### config.mk
export PLATFORM = sky130hd
export DESIGN_NAME = issue_scoreboard_ctrl
export DESIGN_NICKNAME = d
export VERILOG_FILES = /design/src/rtl/issue_scoreboard_ctrl.sv
export SDC_FILE = /design/constraint.sdc
export NUM_CORES = 1
export LEC_CHECK = 0
export BUFFER_PORTS_ARGS = -buffer_cell sky130_fd_sc_hd__buf_2
export CORE_UTILIZATION = 46
export DETAILED_ROUTE_END_ITERATION = 8
export HOLD_SLACK_MARGIN = 0.02
export PLACE_DENSITY = 0.76
export REMOVE_ABC_BUFFERS = 1
export SLEW_MARGIN = 40
export SYNTH_ARGS = -nofsm -noshare
export SYNTH_HDL_FRONTEND = slang
export SYNTH_SLANG_ARGS = --single-unit
### constraint.sdc
create_clock -name clk -period 6.1 [get_ports clk]
set_clock_uncertainty 0.05 [all_clocks]
set_input_delay 0.61 -clock clk [delete_from_list [all_inputs] [get_ports clk]]
set_output_delay 0.61 -clock clk [all_outputs]
set_load 0.005 [all_outputs]
### src/rtl/issue_scoreboard_ctrl.sv
// Issue control beside ID: per-register busy scoreboard for RAW/WAW stalls,
// fixed-length flush after a taken branch, and a saturating stall counter.
module issue_scoreboard_ctrl #(
    parameter int FLUSH_CYCLES = 2,
    parameter bit WB_BYPASS    = 1'b1,
    parameter int CNT_W        = 16
) (
    input  logic             clk,
    input  logic             reset,
    input  logic             id_valid,
    input  logic [4:0]       id_rs1,
    input  logic [4:0]       id_rs2,
    input  logic [4:0]       id_rd,
    input  logic             id_reg_write,
    input  logic             id_uses_rs2,
    input  logic             wb_valid,
    input  logic [4:0]       wb_rd,
    input  logic             kill_valid,
    input  logic [4:0]       kill_rd,
    input  logic             branch_taken,
    output logic             stall_if,
    output logic             stall_id,
    output logic             bubble_ex,
    output logic             flush_if_id,
    output logic             issue_valid,
    output logic [31:0]      busy_vec,
    output logic [CNT_W-1:0] stall_count
);

    // Pulse cycle counts as the first flush cycle, so load one less.
    localparam logic [2:0] FLUSH_LOAD = 3'(FLUSH_CYCLES - 1);

    logic [31:0] busy;
    logic [31:0] clr;
    logic [31:0] set;
    logic [31:0] eff_busy;
    logic [2:0]  flush_cnt;
    logic        hazard;
    logic        flushing;

    // Registers retiring (writeback) or squashed (kill) this cycle.
    always_comb begin
        clr = ({31'b0, wb_valid} << wb_rd) | ({31'b0, kill_valid} << kill_rd);
        eff_busy = WB_BYPASS ? (busy & ~clr) : busy;
    end

    // Hazard check and issue decision; a flush overrides a stall.
    always_comb begin
        hazard = id_valid &&
                 (((id_rs1 != 5'd0) && eff_busy[id_rs1]) ||
                  (id_uses_rs2 && (id_rs2 != 5'd0) && eff_busy[id_rs2]) ||
                  (id_reg_write && (id_rd != 5'd0) && eff_busy[id_rd]));
        flushing    = (flush_cnt != 3'd0) || branch_taken;
        issue_valid = id_valid && !hazard && !flushing;
        stall_if    = hazard && !flushing;
        stall_id    = hazard && !flushing;
        bubble_ex   = !issue_valid;
        flush_if_id = flushing;
        set         = {31'b0, issue_valid && id_reg_write} << id_rd;
        busy_vec    = busy;
    end

    // Scoreboard: clear retiring/killed bits, then set the issuing rd; x0 never busy.
    always_ff @(posedge clk or negedge reset) begin
        if (!reset) busy <= '0;
        else        busy <= ((busy & ~clr) | set) & ~32'h1;
    end

    // Flush sequencer: a branch (re)loads, otherwise count down to idle.
    always_ff @(posedge clk or negedge reset) begin
        if (!reset)                 flush_cnt <= '0;
        else if (branch_taken)      flush_cnt <= FLUSH_LOAD;
        else if (flush_cnt != 3'd0) flush_cnt <= flush_cnt - 3'd1;
    end

    // Saturating count of hazard-stall cycles for perf debug.
    always_ff @(posedge clk or negedge reset) begin
        if (!reset)                            stall_count <= '0;
        else if (stall_id && stall_count != '1) stall_count <= stall_count + 1'b1;
    end

endmodule
==> out/results.ini <==
[status]
run_status = finished, final reports clean

[logic_synthesis]
number_of_enable_flip_flop_cells_after_synthesis = 0
synth.most_common_cell = dfrtp_1
synth.top_cell.area_share = 0.3551
post-synth-top-area-cell = dfrtp_1
syn_avg_cell_area_um2 = 9.152
postSynth.topFlopCell = dfrtp_1
synth_cells = 385
synth_area_um2 = 3523
post_synth_main_area_contributors = dfrtp_1 36%, o221ai_1 6.2%, xnor2_1 3.5%
yosysUniqueCellTypes = 64
ys_seq_area_frac = 0.3551
async_reset_ff_frac = 1.000
synthesis.yosys.warnings = 0
synth.cells.most_frequent = 50 x dfrtp_1, 25 x o221ai_1, 23 x nor2_1
yosys_register_bits = 50

[critical_path]
reg2reg_depth = 9
worst_path_largest_cell_delay_ns = 0.56
critical-path-slowest-cell = o221ai_1
regToRegEndpoint = stall_count[1]
maximum_fanout_along_the_worst_path = 17
crit_chain = buf_2, nand2b_1, o221ai_1, mux2i_1, a31oi_1, o211ai_1, a32oi_1, nand4_1, buf_4, and2_1, buf_2
timing.critical_path.to_type = output port
rr_startpoint = busy_vec[18]
critPathLaunchType = primary input
reg2reg_slack_ns = 3.38
path_common_cell = buf_2
crit_arrival_ns = 3.26
worst-endpoint-required_ns = 5.44
crit_type = primary input to output port

[power]
vdd.ir_drop.worst_mv = 0.1240
cellPowerDensity_nw_per_um2 = 187.8
cellLeakagePower_nw = 1.765
p_seq_frac = 0.495
power.clock.fraction = 0.232
sw_frac_of_total = 0.3212
internal_power_uw = 514.6
switching_power_uw = 243.5
power_frac_comb = 0.273

[cts]
post-cts-setup-buffers = 0
clock_insertion_delay_worst_skew_ns = 0.30
clock_pin_slew_worst_setup_and_hold_paths_ns = 0.08
cts_repair_resize_count = 0
clock_sinks = 50
tritoncts_clock_tree = done
hold_buffers = 0
cts_htree_levels = 2
cts-buffers-inserted = 5
clk_path_buf_depth = 2
clk_root_buffer_cell = clkbuf_8

[detailed_routing]
routed_wirelength_um = 11160
avgRoutedWirePerCell_um = 20.29
drt-pass1-iter-count = 6
drc_errors = 0
drtAntennaViolNets = 0
drtIter0Drc = 485
detail_route.vias_per_cell = 6.638
total_via_count_after_detailed_routing = 3651

[grt]
grt_pass1_wl_um = 17290
first_global_vias = 3338
global_route.usage.total = 0.2879
antenna_found_initial = 0
grt_remaining_overflow = 0
pin_count_of_the_biggest_net_entering_global_routing = 51

[floorplanning]
core_um2 = 7331
die-area_um2 = 8014
dieWidth_um = 89.52
start_util = 0.4806
floorplan.die.height_um = 89.52
boundaryPins = 86
row_count = 31

[timing]
timing.slew.headroom = 0.5672
fmax_mhz = 255.2
finalWorstPathRequiredPeriod_ns = 3.918
finalCritPeriodShare = 0.6423
final-setup-viol-count = 0
tightest_slew_ns = 0.6491
rsz_0062_raised_after_global_routing = no
final.setup.worst_slack_ns = 2.182
drv_slew = 0
final-hold-violation-count = 0
fin_setup_tns_ns = 0

[hold_path]
hp-class = primary input to asynchronous set/reset pin

[final_layout]
area.growth.synth_to_final_pct = 14.60
n_antenna_cell = 0
finish.instance_area_um2 = 4038
layout_net_count = 487
nFillCells = 686
fin_util = 0.5508
final_layout_size_suffix_gt1_frac = 0.2506
area.sequential_um2 = 1251
multi_input_gate_area_um2 = 2115
finalNonFillerCells = 550

[placement]
io_buffers = 84
post-place-ws_ns = 1.822
placed_cells = 542
postPlaceCellArea_um2 = 3951
dp.final_hpwl_um = 8392
gp_congestion = 0.9990

[run]
cap_viol_max_count = 0

==> cell families after synthesis <==
logic type,synth area share
other,0.001064
adders and majority gates,0.01065
muxes,0.07315
AOI/OAI and AO/OA,0.2354
and+or+nand+nor,0.2418
buffers and inverters,0.04545
xor gates and xnor gates,0.03729
DFF,0.3551
==> how the worst max path moves through the flow <==
stage | from | to | slack [ns] | cells after the start
floorplan | kill_rd[1] | bubble_ex | 2.59 | 9
global placement | kill_rd[1] | stall_if | 1.81 | 10
detailed placement | kill_rd[1] | stall_id | 1.82 | 10
CTS | kill_rd[1] | stall_id | 1.82 | 10
global route | wb_rd[3] | bubble_ex | 2.09 | 12
finish | kill_rd[3] | stall_id | 2.18 | 11
==> stage by stage <==
| stage | power [mW] | hold WS (ns) |
|---|---|---|
| floorplan | 0.4909 | 0.2644 |
| global placement | 0.5747 | 0.4234 |
| detailed placement | 0.5817 | 0.4249 |
| CTS | 0.7583 | 0.2883 |
| global route | 0.8030 | 0.3130 |
| finish | 0.7581 | 0.2637 |
==> cells in the final DEF (no fill, tap or decap), types with 9 or more instances in the layout <==
| cell | netlist | layout |
|---|---|---|
| buf_2 | 4 | 83 |
| dfrtp_1 | 50 | 50 |
| o221ai_1 | 25 | 25 |
| nor2_1 | 23 | 22 |
| nand2_1 | 21 | 21 |
| nand3_1 | 21 | 21 |
| o21ai_1 | 21 | 21 |
| o21ai_0 | 19 | 19 |
| xnor2_1 | 14 | 14 |
| nand4_1 | 13 | 13 |
| nand2b_1 | 11 | 11 |
| and3_1 | 11 | 11 |
| inv_1 | 10 | 10 |
| mux2i_1 | 10 | 10 |
| nor3_1 | 9 | 9 |
==> cell type report <==
| class | instances | share of cell area |
|---|---|---|
| well taps | 99 | 0.03068 |
| flip-flops and latches | 50 | 0.3099 |
| clock buffers | 7 | 0.01890 |
| inverters | 11 | 0.01023 |
| repair buffers | 85 | 0.1066 |
| multi-input cells | 298 | 0.5237 |
==> flip-flops by register name, indices dropped and copies added (netlist names) <==
signal,flops
busy_vec,31
flush_cnt,3
stall_count,16
==> power groups by stage <==
stage	logic [mW]	registers, mW	clock network [mW]
5_1_grt	0.230	0.377	0.196
3_3_place_gp	0.194	0.380	0
6_report	0.207	0.375	0.176
4_1_cts	0.202	0.374	0.182
3_5_place_dp	0.201	0.381	0
2_1_floorplan	0.112	0.379	0
==> worst max-delay path: cells and delay by family <==
kind	cells	cell delay (ns)
AO/OA/AOI/OAI	4	1.18
multiplexers	1	0.17
buffers and inverters	3	0.50
AND/OR/NAND/NOR	3	0.78
==> routing by layer <==
metal	vias up	track usage	share of wire
met5	-	0	0
met4	0	0.1414	0.049
met3	60	0.06833	0.11
met2	272	0.4566	0.46
met1	1694	0.3696	0.39
li1	1625	-	-
Power figures use the tool's default switching activity.
